### src/rtl/crypto_bus_initiator.sv
// crypto_bus_initiator
//
// Host-side initiator for the crypto-core byte bus. Accepts one command, holds the
// command sideband stable for the whole transaction, passes payload bytes from the
// host to the core, passes result bytes from the core back to the host, and finishes
// on the core's ack. An inactivity timer aborts a stalled transaction.
//
// Ports:
//   clk, rst_n                      clock, asynchronous active-low reset
//   cmd_*                           command handshake and fields
//   host_in_*                       payload bytes from the host
//   host_out_*                      result bytes to the host
//   opcode/source_id/dest_id/
//   encdec/addr                     registered sideband to the core
//   data_in/valid_in/ready_in       byte stream to the core
//   data_out/data_valid/data_ready  byte stream from the core
//   ack_valid/ack_ready             completion handshake from the core
//   busy, done, err                 status: not idle, completion pulse, abort pulse
module crypto_bus_initiator #(
    parameter int unsigned MAX_LEN = 32,
    parameter int unsigned LEN_W   = 6,
    parameter int unsigned TIMEOUT = 1023
) (
    input  logic             clk,
    input  logic             rst_n,
    input  logic             cmd_valid,
    output logic             cmd_ready,
    input  logic [1:0]       cmd_opcode,
    input  logic [1:0]       cmd_source_id,
    input  logic [1:0]       cmd_dest_id,
    input  logic             cmd_encdec,
    input  logic [23:0]      cmd_addr,
    input  logic [LEN_W-1:0] cmd_tx_len,
    input  logic [LEN_W-1:0] cmd_rx_len,
    input  logic [7:0]       host_in_data,
    input  logic             host_in_valid,
    output logic             host_in_ready,
    output logic [7:0]       host_out_data,
    output logic             host_out_valid,
    input  logic             host_out_ready,
    output logic [1:0]       opcode,
    output logic [1:0]       source_id,
    output logic [1:0]       dest_id,
    output logic             encdec,
    output logic [23:0]      addr,
    output logic [7:0]       data_in,
    output logic             valid_in,
    input  logic             ready_in,
    input  logic [7:0]       data_out,
    input  logic             data_valid,
    output logic             data_ready,
    input  logic             ack_valid,
    output logic             ack_ready,
    output logic             busy,
    output logic             done,
    output logic             err
);

    localparam int unsigned TMO_W = $clog2(TIMEOUT + 1);
    localparam logic [LEN_W-1:0] MAX_LEN_V = LEN_W'(MAX_LEN);
    localparam logic [LEN_W-1:0] ONE_LEN = LEN_W'(1);
    // The abort fires on the edge that closes the TIMEOUT-th quiet cycle.
    localparam logic [TMO_W-1:0] TMO_LAST = TMO_W'(TIMEOUT - 1);

    typedef enum logic [1:0] {StIdle, StSend, StRecv, StAck} state_e;

    state_e state_q, state_d;
    logic [LEN_W-1:0] tx_cnt_q, tx_cnt_d;
    logic [LEN_W-1:0] rx_cnt_q, rx_cnt_d;
    logic [TMO_W-1:0] tmo_q, tmo_d;
    logic done_q, done_d;
    logic err_q, err_d;
    logic [1:0]  opcode_q, source_id_q, dest_id_q;
    logic        encdec_q;
    logic [23:0] addr_q;
    logic        cmd_hs, tx_hs, rx_hs;

    function automatic logic [LEN_W-1:0] clamp_len(input logic [LEN_W-1:0] len);
        return (len > MAX_LEN_V) ? MAX_LEN_V : len;
    endfunction

    // Handshake outputs: pass-through inside the owning state, zero elsewhere.
    // Streams are also closed once their count is exhausted so a zero-length
    // SEND cannot move a byte.
    always_comb begin
        cmd_ready      = (state_q == StIdle);
        busy           = (state_q != StIdle);
        data_in        = '0;
        valid_in       = 1'b0;
        host_in_ready  = 1'b0;
        host_out_data  = '0;
        host_out_valid = 1'b0;
        data_ready     = 1'b0;
        ack_ready      = 1'b0;
        case (state_q)
            StSend: begin
                if (tx_cnt_q != '0) begin
                    data_in       = host_in_data;
                    valid_in      = host_in_valid;
                    host_in_ready = ready_in;
                end
            end
            StRecv: begin
                if (rx_cnt_q != '0) begin
                    host_out_data  = data_out;
                    host_out_valid = data_valid;
                    data_ready     = host_out_ready;
                end
            end
            StAck:   ack_ready = 1'b1;
            default: ;
        endcase
    end

    assign cmd_hs = cmd_valid & cmd_ready;
    assign tx_hs  = valid_in & host_in_ready;
    assign rx_hs  = host_out_valid & data_ready;

    always_comb begin
        state_d  = state_q;
        tx_cnt_d = tx_cnt_q;
        rx_cnt_d = rx_cnt_q;
        tmo_d    = tmo_q;
        done_d   = 1'b0;
        err_d    = 1'b0;
        case (state_q)
            StIdle: begin
                if (cmd_hs) begin
                    tx_cnt_d = clamp_len(cmd_tx_len);
                    rx_cnt_d = clamp_len(cmd_rx_len);
                    state_d  = StSend;
                end
            end
            StSend: begin
                if (tx_hs) begin
                    tx_cnt_d = tx_cnt_q - ONE_LEN;
                end
                if ((tx_cnt_q == '0) || (tx_hs && (tx_cnt_q == ONE_LEN))) begin
                    state_d = (rx_cnt_q != '0) ? StRecv : StAck;
                end
            end
            StRecv: begin
                if (rx_hs) begin
                    rx_cnt_d = rx_cnt_q - ONE_LEN;
                end
                if ((rx_cnt_q == '0) || (rx_hs && (rx_cnt_q == ONE_LEN))) begin
                    state_d = StAck;
                end
            end
            StAck: begin
                if (ack_valid) begin
                    state_d = StIdle;
                    done_d  = 1'b1;
                end
            end
            default: state_d = StIdle;
        endcase

        // Any handshake or state change restarts the inactivity window, and that
        // takes priority over an abort falling in the same cycle.
        if (state_q != StIdle) begin
            if ((state_d != state_q) || tx_hs || rx_hs) begin
                tmo_d = '0;
            end else if (tmo_q == TMO_LAST) begin
                state_d = StIdle;
                err_d   = 1'b1;
                tmo_d   = '0;
            end else begin
                tmo_d = tmo_q + 1'b1;
            end
        end
    end

    always_ff @(posedge clk or negedge rst_n) begin
        if (!rst_n) begin
            state_q     <= StIdle;
            tx_cnt_q    <= '0;
            rx_cnt_q    <= '0;
            tmo_q       <= '0;
            done_q      <= 1'b0;
            err_q       <= 1'b0;
            opcode_q    <= '0;
            source_id_q <= '0;
            dest_id_q   <= '0;
            encdec_q    <= 1'b0;
            addr_q      <= '0;
        end else begin
            state_q  <= state_d;
            tx_cnt_q <= tx_cnt_d;
            rx_cnt_q <= rx_cnt_d;
            tmo_q    <= tmo_d;
            done_q   <= done_d;
            err_q    <= err_d;
            // Sideband only loads on acceptance, so it also persists through IDLE.
            if (cmd_hs) begin
                opcode_q    <= cmd_opcode;
                source_id_q <= cmd_source_id;
                dest_id_q   <= cmd_dest_id;
                encdec_q    <= cmd_encdec;
                addr_q      <= cmd_addr;
            end
        end
    end

    assign opcode    = opcode_q;
    assign source_id = source_id_q;
    assign dest_id   = dest_id_q;
    assign encdec    = encdec_q;
    assign addr      = addr_q;
    assign done      = done_q;
    assign err       = err_q;

endmodule

### config.mk
export PLATFORM = sky130hd
export DESIGN_NAME = crypto_bus_initiator
export DESIGN_NICKNAME = d
export VERILOG_FILES = /design/src/rtl/crypto_bus_initiator.sv
export SDC_FILE = /design/constraint.sdc
export NUM_CORES = 1
export LEC_CHECK = 0
export CAP_MARGIN = 0
export CORE_ASPECT_RATIO = 0.9
export CORE_MARGIN = 4
export CORE_UTILIZATION = 44
export CTS_CLUSTER_SIZE = 30
export DETAILED_ROUTE_END_ITERATION = 12
export GPL_TIMING_DRIVEN = 0
export PLACE_DENSITY = 0.81
export SYNTH_ARGS = -nofsm -noshare
export SYNTH_HDL_FRONTEND = slang
export SYNTH_SLANG_ARGS = --single-unit
### constraint.sdc
create_clock -name clk -period 2.6 [get_ports clk]
set_input_delay 0.26 -clock clk [delete_from_list [all_inputs] [get_ports clk]]
set_output_delay 0.26 -clock clk [all_outputs]
set_load 0.01 [all_outputs]
# ---- Word-level counts from Yosys, hierarchy flattened
# Index checks and enable logic that the tools add are counted.
dict set report op_classes {
  n_addsub 3
  mul 0
  div 0
  magnitude_cmp 2
  n_eq_ne 10
  n_shift 0
  mux 37
  bitwise 3
  reduce_logical 16
}
# cell count
set ops {}
lappend ops {{two-way mux 6 bit} 6}
lappend ops {{two-way mux 8 bit} 4}
lappend ops {{case mux 6 bit (2 select lines)} 2}
lappend ops {{two-way mux 10 bit} 2}
lappend ops {{two-way mux 1 bit} 15}
lappend ops {{two-way mux 2 bit} 7}
lappend ops {{equality test 6 x 1 -> 1 bit, second input constant} 2}
lappend ops {{> comparator 6 bit, second input constant} 2}
lappend ops {{logical NOT 6 bit} 2}
lappend ops {{nonzero test 6 bit} 2}
lappend ops {{subtractor 6 x 1 -> 6 bit, second input constant} 2}
lappend ops {{adder 10 x 1 -> 10 bit, second input constant} 1}
lappend ops {{equality test 10 bit, second input constant} 1}
lappend ops {{case mux 2 bit (4 select lines)} 1}
lappend ops {{AND reduction 3 bit} 2}
lappend ops {{nonzero test 2 bit} 3}
lappend ops {{equality test 2 bit, second input constant} 2}
lappend ops {{logical OR 1 bit} 4}
lappend ops {{inequality test 2 bit, second input constant} 2}
lappend ops {{AND 1 bit} 3}
lappend ops {{equality test 2 x 1 -> 1 bit, second input constant} 1}
lappend ops {{logical AND 1 bit} 2}
lappend ops {{logical NOT 2 bit} 1}
lappend ops {{inequality test 2 x 1 -> 1 bit, second input constant} 1}
lappend ops {{inequality test 2 bit} 1}
dict set report word_totals {
  regBits 57
  latch_bits 0
  ramBits 0
  romBits 0
  in_bits 67
  wordCells 82
  mem_count 0
}

# ---- Longest topological paths before layout
# Gate-level depths: netlist of the first run.
dict set report depth {
  word_depth 13
  ltp_mapped 9
  mapped_depth_nobuf 7
}

# ---- Least setup slack after synthesis of the first run
# Ideal clock, no wire load.
dict set report synth_timing {
  path_type {register to register}
  start {reg tx_cnt_q[0]}
  end {reg tx_cnt_q[4]}
  arrival_ns 1.855
  setup_slack_ns 0.619
  path_stages_with_launch 9
  path_buffers 1
  period_less_slack_ns 1.981
  cell_sequence {dfrtp_1 > inv_1 > ha_1 > or3b_1 > o31a_1 > a31oi_4 > buf_6 > a21oi_1 > o32a_1}
}
dict set report synth_via {
  elab_chain_cells 6
}
# element line_no
set synth_lines {}
lappend synth_lines {{from (decl)} 68} ;# logic [LEN_W-1:0] tx_cnt_q, tx_cnt_d;
lappend synth_lines {{from (signal assigned)} 189} ;# tx_cnt_q <= tx_cnt_d;
lappend synth_lines {{parallel branches: the longest is 6 deep, another holds subtractor 6 x 1 -> 6 bit} n/a}
# Several ways; the timed one is not identified. The select of a mux whose other input is x is not followed.
# A chain may end at the register's enable or synchronous reset.

# ---- Final worst setup path of the first run
dict set report layout_timing {
  start {reg tx_cnt_q[1]}
  end {out data_in[4]}
}
dict set report layout_via {
  elab_chain_cells 3
}
# element line_no
set layout_lines {}
lappend layout_lines {{nonzero test 6 bit} 97} ;# if (tx_cnt_q != '0) begin
lappend layout_lines {{two-way mux 8 bit} 97}
lappend layout_lines {{two-way mux 8 bit} 95} ;# case (state_q)
lappend layout_lines {{to (decl)} 46} ;# output logic [7:0] data_in,
# No other way between the ends.

==> flow_metrics.py, run 1 <==
metrics = {
    "global_routing": {
        "grt_pass1_wl_um": 13500,
        "antenna_found_initial": 0,
        "grtUsageTotal_pct": 20.9,
        "first_global_vias": 2707,
        "grt_max_degree": 42,
        "overflow": 0,
    },
    "clock_network": {
        "clock_latency_ps": 340,
        "clk_path_buf_depth": 2,
        "clock-root-buffer": "clkbuf_8",
        "cts_sinks": 57,
        "clk_pin_slew_ps": 70,
        "htreeDepth": 3,
        "numCtsBuffers": 9,
        "cts_tree": "built",
    },
    "timing": {
        "rsz0062_at_grt": "false",
        "fin_setup_tns_ps": 0,
        "hold_violations": 0,
        "worst_pin_slew_ps": 585,
        "post-route-period-util_pct": 96.2,
        "drv_slew": 0,
        "layout_min_cycle_time_ps": 2500,
        "fmax_mhz": 400,
        "setup_viol": 0,
        "fin_worst_skew_ps": 8.97,
        "slew_headroom_pct": 61.0,
        "setup_slack_ps": 98.6,
    },
    "pwr": {
        "pwr-share-comb_pct": 50.9,
        "switching_share_pct": 36.2,
        "seqPwrFrac_pct": 30.5,
        "p_int_mw": 3.22,
        "total_power_mw": 5.06,
        "ir_drop_mv": 0.442,
        "power.density_mw_per_mm2": 1070,
        "p_switching_mw": 1.83,
        "clkPwrFrac_pct": 18.6,
        "p_leak_nw": 1.96,
    },
    "route": {
        "avgViaCountPerCell": 5.27,
        "drc_errors": 0,
        "drtPass1Iterations": 4,
        "drtAntennaViolNets": 0,
        "wl_per_cell_um": 16.3,
        "wl_um": 8470,
        "num_vias": 2744,
        "dr.first_iter.drc_count": 116,
    },
    "floorplan": {
        "rows": 28,
        "start_util_pct": 45.8,
        "chipHeight_um": 87.0,
        "ios": 123,
        "dieArea_mm2": 0.00833,
        "coreArea_mm2": 0.00666,
        "fp.dieW_um": 95.8,
    },
    "place": {
        "place_area_mm2": 0.00440,
        "place_ws_ps": 3.29,
        "port_buffers": 122,
        "gp_congestion": 0.856,
        "dp_hpwl_um": 6190,
    },
    "flow_run": {
        "drv_cap": 0,
    },
    "outcome": {
        "outcome": "finished, final reports clean",
    },
    "synthesis": {
        "ys_warn_count": 0,
        "postSynthAreaPerCell_um2": 10.7,
        "yosys.area.top_type": "dfrtp_1",
        "ys_ff_latch": 57,
        "syn_nets": 357,
        "synth.top_cell.area_share_pct": 46.8,
        "yosysUniqueCellTypes": 52,
        "synth_area_leaders": "dfrtp_1 47%, mux2_2 11%, and2_1 5.1%, ha_1 2.5%, a41oi_1 2.3%",
        "yosysSeqAreaShare_pct": 46.8,
        "async_flop_share_pct": 100,
        "syn_area_mm2": 0.00305,
        "synth_cells": 284,
        "ys.flop_type": "dfrtp_1",
        "synth-edff-count": 0,
    },
    "worst_setup_path": {
        "crit_fanout": 5,
        "r2r_start": "tx_cnt_q[1]",
        "path_class": "register to output port",
        "cp-end-kind": "output port",
        "cp.arrival_ps": 2240,
        "start_kind": "register",
        "critical_path_required_ps": 2340,
        "cp-startpoint": "tx_cnt_q[1]",
    },
    "cells_and_area": {
        "nets": 499,
        "syn_to_final_growth_pct": 54.6,
        "diodes": 0,
        "drive_gt1_share_pct": 20.9,
        "stdcell_area_mm2": 0.00471,
    },
    "worst_hold_path": {
        "hp-class": "input port to asynchronous set/reset pin",
    },
}
[layer usage]
metal / up-vias / part of all wire (%) / global-route usage, %
met5: - / 0 / 0
met3: 7 / 10 / 6.22
li1: 1317 / - / -
met4: 0 / 0.99 / 5.30
met1: 1284 / 43 / 27.5
met2: 136 / 46 / 33.7
[cells in the final DEF (no fill, tap or decap), types with 2 or more instances in the layout]
cell type / synthesis / routed
buf_2: 5 / 7
and2_1: 25 / 25
nor2_1: 18 / 18
a21oi_1: 9 / 8
a32oi_1: 3 / 3
dfrtp_1: 57 / 57
a21oi_2: 1 / 2
a31oi_1: 2 / 2
nor3b_1: 3 / 3
dlygate4sd2_1: 0 / 9
nand2b_1: 3 / 3
bufinv_16: 0 / 2
ha_1: 6 / 5
o22a_1: 2 / 2
clkbuf_8: 0 / 9
nand3_1: 9 / 9
and3_1: 3 / 3
o31a_1: 1 / 2
nor2b_1: 2 / 2
or3_1: 2 / 2
o21ai_0: 10 / 10
clkinv_4: 0 / 3
a41oi_1: 8 / 8
buf_6: 2 / 2
a31oi_4: 2 / 2
nand4_1: 5 / 5
buf_4: 5 / 13
nor3_1: 7 / 7
nand2_1: 13 / 13
clkdlybuf4s50_1: 0 / 110
o31ai_1: 2 / 2
o22ai_1: 6 / 6
mux2_2: 31 / 31
o311ai_2: 2 / 2
inv_1: 16 / 14
inv_2: 1 / 3
[layout make-up]
type	instances	area, um^2
Fill cell	494	1940
Multi-Input combinational cell	196	1500
Sequential cell	57	1430
Timing Repair Buffer	132	1300
Clock buffer	9	124
Tap cell	90	113
Clock inverter	7	103
Buffer	13	90.1
Inverter	17	63.8
[sequential cells by signal (all words and copies together) (netlist names)]
name and count:
rx_cnt_q 6, source_id 2, opcode 2, tmo_q 10
addr 24, dest_id 2, encdec 1, tx_cnt_q 6
err 1, done 1, state_q 2
[Yosys cell counts, types with 2 or more instances]
cell	count
buf_4	5
buf_2	5
dfrtp_1	57
nand2_1	13
nand4_1	5
o31ai_1	2
a32oi_1	3
nor2b_1	2
mux2_2	31
nor3_1	7
a31oi_4	2
a41oi_1	8
o21ai_0	10
nand3_1	9
o22ai_1	6
o311ai_2	2
a21oi_1	9
and2_1	25
a31oi_1	2
buf_6	2
ha_1	6
nor2_1	18
clkbuf_1	3
inv_1	16
and3_1	3
nor3b_1	3
o22a_1	2
or3_1	2
nand2b_1	3
[kinds of logic (layout without fill, tap and decap cells)]
| logic type | after synthesis | in the layout | share of synthesized area, % |
|---|---|---|---|
| AND/OR/NAND/NOR | 101 | 101 | 19.1 |
| flip-flops | 57 | 57 | 46.8 |
| AO/OA/AOI/OAI | 56 | 57 | 14.6 |
| multiplexers | 32 | 32 | 11.8 |
| buffers and inverters | 32 | 178 | 5.25 |
| adder cells (fa/ha/maj) | 6 | 6 | 2.46 |
[metrics by stage]
stage | hold slack, ps | utilization [%] | std cells
CTS | 406 | 70.4 | 519
detailed placement | 216 | 66.1 | 497
floorplan | -35.6 | - | 284
finish | 392 | 70.8 | 521
global placement | 487 | 65.8 | 496
global route | 423 | 70.8 | 521
[power groups by stage]
stage | Combinational [mW] | Clock, mW | Sequential, mW
floorplan | 1.24 | 0 | 1.62
global placement | 2.39 | 0 | 1.52
detailed placement | 2.46 | 0 | 1.55
CTS | 2.56 | 0.951 | 1.54
global route | 2.81 | 1.01 | 1.59
finish | 2.57 | 0.940 | 1.54
[what timing repair did]
action                                  in CTS  in global routing
endpoints found under the setup margin      20                 14
gates cloned                                 1                  0
hold endpoints to repair                    16                  0
resized for setup                           18                  3
buffers inserted                             5                  3
hold buffers                                 1                  0
pin swaps                                    3                  2
[worst max-delay path: stages (launching register included)]
cell and delay, ps:
dfrtp_1 390, inv_2 110, ha_4 140, or3b_4 390, o31a_1 300, buf_4 150
and2_1 140, dlygate4sd2_1 280
[path summary, 6_finish.rpt]
kind                            depth (start not counted)  slack [ps]     endpoint
worst max-delay path                                    7         100   data_in[4]
worst min-delay path                                    2         390  tx_cnt_q[0]
worst max register to register                          8         380          err
worst min register to register                          1         510     addr[11]
max in group asynchronous                               3        1650          err
min in group clk                                        1         510     addr[11]
No activity file was read; power rests on OpenSTA's default activity.
==> run 2, diff against run 1 <==
--- a/config.mk
+++ b/config.mk
@@ -7,8 +7,9 @@
 export LEC_CHECK = 0
 export CAP_MARGIN = 0
 export CORE_ASPECT_RATIO = 0.9
-export CORE_MARGIN = 4
+export CORE_MARGIN = 3
 export CORE_UTILIZATION = 44
+export CTS_CLUSTER_DIAMETER = 120
 export CTS_CLUSTER_SIZE = 30
 export DETAILED_ROUTE_END_ITERATION = 12
 export GPL_TIMING_DRIVEN = 0
==> flow_metrics.py, run 2 (synthesized netlist as in run 1, its figures left out) <==
metrics = {
    "floorplan": {
        "chipHeight_um": 85.0,
        "rows": 28,
        "dieArea_mm2": 0.00797,
        "coreArea_mm2": 0.00666,
        "ios": 123,
        "fp.dieW_um": 93.8,
        "start_util_pct": 45.8,
    },
    "pwr": {
        "total_power_mw": 5.00,
        "p_leak_nw": 1.93,
        "ir_drop_mv": 0.371,
        "power.density_mw_per_mm2": 1070,
    },
    "place": {
        "dp_hpwl_um": 6080,
        "port_buffers": 122,
        "gp_congestion": 0.838,
    },
    "cells_and_area": {
        "largest_reg_flops": 24,
        "diodes": 0,
        "seq_area_mm2": 0.00143,
        "nFillCells": 501,
        "utilization_pct": 70.4,
        "drive_gt1_share_pct": 20.7,
        "syn_to_final_growth_pct": 53.7,
        "final_cell_mix": "111 x clkdlybuf4s50_1, 57 x dfrtp_1, 31 x mux2_2, 25 x and2_1, 18 x nor2_1",
        "nets": 497,
        "final_common_cell": "clkdlybuf4s50_1",
        "multiInputGateArea_mm2": 0.00149,
    },
    "timing": {
        "hold_violations": 0,
        "layout_min_cycle_time_ps": 2490,
        "hold_ws_ps": 412,
        "worst_pin_slew_ps": 560,
        "post-route-period-util_pct": 95.8,
        "drv_slew": 0,
        "slew_headroom_pct": 62.7,
        "rsz0062_at_grt": "false",
        "fin_worst_skew_ps": 6.51,
        "fmax_mhz": 402,
        "setup_viol": 0,
    },
    "worst_setup_path": {
        "start_kind": "register",
        "cp-startpoint": "tx_cnt_q[1]",
        "cp.arrival_ps": 2230,
        "path_class": "register to output port",
        "critPathCapture": "data_in[7]",
        "r2r_start": "tx_cnt_q[1]",
        "timing.reg2reg.setup_slack_ps": 300,
        "crit_fanout": 5,
        "cp-end-kind": "output port",
        "ff2ff_path_depth": 10,
        "timing.rr.end": "tx_cnt_q[4]",
        "critical_path_required_ps": 2340,
    },
    "route": {
        "dr.first_iter.drc_count": 128,
        "drtPass1Iterations": 4,
        "wl_per_cell_um": 16.2,
        "drtAntennaViolNets": 0,
        "num_vias": 2807,
        "drc_errors": 0,
        "wl_um": 8390,
        "avgViaCountPerCell": 5.41,
    },
    "clock_network": {
        "clk_path_buf_depth": 2,
        "numCtsBuffers": 9,
        "cts_sinks": 57,
        "htreeDepth": 3,
        "clk_pin_slew_ps": 70,
        "clock-root-buffer": "clkbuf_8",
        "cts_tree": "built",
        "clock_latency_ps": 340,
    },
    "global_routing": {
        "antenna_found_initial": 0,
        "overflow": 0,
        "grt_max_degree": 40,
        "grt_pass1_wl_um": 13800,
        "first_global_vias": 2799,
        "grtUsageTotal_pct": 21.9,
    },
    "flow_run": {
        "drv_cap": 0,
    },
    "outcome": {
        "outcome": "finished, final reports clean",
    },
    "worst_hold_path": {
        "hp-class": "input port to asynchronous set/reset pin",
    },
}
==> run 2: cell types whose count changed in the layout (fill, tap and decap cells not counted), sizes merged <==
cell | before | now
buf | 23 | 21
clkbuf | 9 | 10
clkdlybuf4s50 | 110 | 111
clkinv | 3 | 2
clkinvlp | 1 | 2
dlymetal6s2s | 1 | 0
o31a | 2 | 1
==> run 2: area by class of cell <==
cell class	count	area share [%]
multi-input cells	195	31.7
flip-flops and latches	57	30.4
repair buffers	131	27.4
clock buffers	9	2.64
well taps	90	2.40
clock inverters	7	2.00
plain buffers	13	1.98
inverters	17	1.36
==> run 2: worst max-delay path, cell delays in order, from the launching register on <==
cell	delay, ps
dfrtp_1	390
inv_2	90
ha_4	160
or3b_4	390
o31a_1	270
clkbuf_2	150
and2_1	160
dlygate4sd2_1	280
==> run 2: worst min path at each step <==
stage                     slack (ps)          from            to  cells past startpoint
after floorplan                  -40         rst_n       addr[0]                      0
after global placement           490  source_id[1]  source_id[1]                      1
after CTS                        420         rst_n   rx_cnt_q[2]                      2
after detailed placement         240         rst_n      addr[10]                      1
final                            410         rst_n   rx_cnt_q[5]                      2
after global routing             440         rst_n       addr[9]                      2
==> run 2: timing repair <==
action | in CTS | in global routing
endpoints found under the hold margin | 18 | 0
endpoints found under the setup margin | 21 | 20
hold buffers | 1 | 0
gates resized for setup | 16 | 6
setup buffers | 5 | 2
pin swaps | 2 | 1
==> run 2: metrics by stage <==
| step | instance area (um^2) | setup TNS [ps] | std cells | setup slack (ps) |
|---|---|---|---|---|
| final | 4690 | 0 | 519 | 110 |
| after global routing | 4690 | 0 | 519 | 1.77 |
| after CTS | 4660 | 0 | 517 | 16.3 |
| after detailed placement | 4400 | 0 | 497 | 13.4 |
| after global placement | 4380 | -28400 | 496 | -501 |
| after floorplan | 3050 | 0 | 284 | 619 |
==> run 2: layer usage <==
layer	vias to the layer above	GRT usage [%]	wire length [um]
li1	1304	-	-
met1	1354	28.8	3540
met2	135	35.5	3990
met3	14	5.59	737
met4	0	6.82	117
met5	-	0	0
==> run 2: where the power goes <==
group | total (mW) | switching [mW] | internal, mW
registers | 1.54 | 0.273 | 1.27
logic | 2.54 | 1.15 | 1.39
clock network | 0.921 | 0.382 | 0.539
total | 5.00 | 1.81 | 3.20
==> run 3, diff against run 2 <==
--- a/config.mk
+++ b/config.mk
@@ -14,6 +14,7 @@
 export DETAILED_ROUTE_END_ITERATION = 12
 export GPL_TIMING_DRIVEN = 0
 export PLACE_DENSITY = 0.81
+export SETUP_SLACK_MARGIN = 0.05
 export SYNTH_ARGS = -nofsm -noshare
 export SYNTH_HDL_FRONTEND = slang
 export SYNTH_SLANG_ARGS = --single-unit
==> flow_metrics.py, run 3 (synthesized netlist as in run 1, its figures left out) <==
metrics = {
    "floorplan": {
        "coreArea_mm2": 0.00666,
        "rows": 28,
        "dieArea_mm2": 0.00797,
        "fp.dieW_um": 93.8,
        "start_util_pct": 45.8,
        "chipHeight_um": 85.0,
        "ios": 123,
    },
    "cells_and_area": {
        "final_cell_mix": "110 x clkdlybuf4s50_1, 57 x dfrtp_1, 31 x mux2_2, 25 x and2_1, 18 x nor2_1",
        "diodes": 0,
        "nFillCells": 490,
        "final_common_cell": "clkdlybuf4s50_1",
        "nets": 502,
        "stdcell_area_mm2": 0.00473,
        "drive_gt1_share_pct": 21.7,
        "largest_reg_flops": 24,
        "syn_to_final_growth_pct": 55.0,
    },
    "clock_network": {
        "clock-root-buffer": "clkbuf_8",
        "clk_path_buf_depth": 2,
        "numCtsBuffers": 9,
        "cts_sinks": 57,
        "cts_tree": "built",
        "clk_pin_slew_ps": 70,
        "clock_latency_ps": 340,
        "htreeDepth": 3,
    },
    "worst_setup_path": {
        "crit_fanout": 6,
        "start_kind": "register",
        "cp_top_family": "buffers and inverters",
        "timing.reg2reg.setup_slack_ps": 280,
        "slowest_delay_ps": 390,
        "critical_path_required_ps": 2340,
        "crit_path_cell_trace": "inv_2, ha_4, or3b_4, o31a_1, buf_4, and2_1, dlygate4sd2_1",
        "path_class": "register to output port",
        "cp-end-kind": "output port",
        "r2r_start": "tx_cnt_q[1]",
        "cp-startpoint": "tx_cnt_q[1]",
        "ff2ff_path_depth": 10,
        "cp.arrival_ps": 2240,
        "timing.rr.end": "tx_cnt_q[4]",
        "cp_slowest_cell": "dfrtp_1",
        "crit_buf_inv": 3,
    },
    "route": {
        "num_vias": 2821,
        "drtAntennaViolNets": 0,
        "dr.first_iter.drc_count": 103,
        "avgViaCountPerCell": 5.38,
        "drtPass1Iterations": 4,
        "wl_per_cell_um": 16.1,
        "drc_errors": 0,
        "wl_um": 8430,
    },
    "timing": {
        "fmax_mhz": 401,
        "setup_viol": 0,
        "post-route-period-util_pct": 96.0,
        "drv_slew": 0,
        "setup_slack_ps": 105,
        "layout_min_cycle_time_ps": 2500,
        "slew_headroom_pct": 62.9,
        "fin_worst_skew_ps": 7.29,
        "rsz0062_at_grt": "false",
        "worst_pin_slew_ps": 556,
        "hold_violations": 0,
    },
    "place": {
        "dp_hpwl_um": 6080,
        "gp_congestion": 0.838,
        "port_buffers": 122,
        "place_area_mm2": 0.00440,
        "place_ws_ps": 13.4,
    },
    "global_routing": {
        "first_global_vias": 2794,
        "grtUsageTotal_pct": 21.9,
        "grt_pass1_wl_um": 13800,
        "overflow": 0,
        "grt_max_degree": 40,
        "antenna_found_initial": 0,
    },
    "worst_hold_path": {
        "hp-class": "input port to asynchronous set/reset pin",
    },
    "pwr": {
        "p_leak_nw": 1.97,
        "ir_drop_mv": 0.383,
        "power.density_mw_per_mm2": 1070,
    },
    "flow_run": {
        "drv_cap": 0,
    },
    "outcome": {
        "outcome": "finished, final reports clean",
    },
}
## run 3: changes by cell type in the layout (fill, tap and decap cells not counted), sizes merged
cell,delta
clkdlybuf4s15,+1
clkbuf,-1
dlymetal6s2s,+1
buf,+6
clkdlybuf4s50,-1
dlygate4sd2,-1
## run 3: worst max-delay path by stage
| stage | slack [ps] | depth (start not counted) | endpoint |
|---|---|---|---|
| final | 100 | 7 | data_in[1] |
| after global routing | 40 | 7 | data_in[0] |
| after CTS | 50 | 7 | valid_in |
| after detailed placement | 10 | 7 | valid_in |
| after global placement | -500 | 1 | tmo_q[1] |
| after floorplan | 620 | 8 | tx_cnt_q[4] |
## run 3: what timing repair did
item,CTS,global route
endpoints found under the setup margin,21,20
gates resized for setup,19,5
hold endpoints to repair,18,0
setup buffers,6,6
hold buffers,1,0
pin swaps,2,3
## run 3: cell type report
cell class / instances / area (um^2) / area share [%]
Buffer: 13 / 92.6 / 1.96
Clock buffer: 9 / 124 / 2.62
Clock inverter: 7 / 93.8 / 1.99
Inverter: 17 / 63.8 / 1.35
Multi-Input combinational cell: 195 / 1490 / 31.5
Sequential cell: 57 / 1430 / 30.2
Tap cell: 90 / 113 / 2.38
Timing Repair Buffer: 136 / 1330 / 28.1
## run 3: layer usage
metal  share of wire [%]  vias to the layer above  GRT usage [%]  wire [um]
li1                    -                     1319              -          -
met1                  42                     1364           28.8       3570
met2                  48                      127           35.6       4050
met3                 8.2                       11           5.59        693
met4                 1.3                        0           6.82        112
met5                   0                        -              0          0
## run 3: power breakdown
group          internal [mW]  switching, mW  total, mW
combinational           1.43           1.16       2.60
clock                  0.539          0.381      0.920
sequential              1.27          0.267       1.54
## run 3: per-stage QoR
stage	total power, mW	utilization [%]	hold WS, ps	cells	setup TNS, ps
global placement	3.90	65.8	487	496	-28400
finish	5.05	71.0	411	524	0
detailed placement	4.00	66.1	242	497	0
CTS	5.00	70.2	417	518	0
global route	5.41	71.0	450	524	0
floorplan	2.86	-	-35.6	284	0
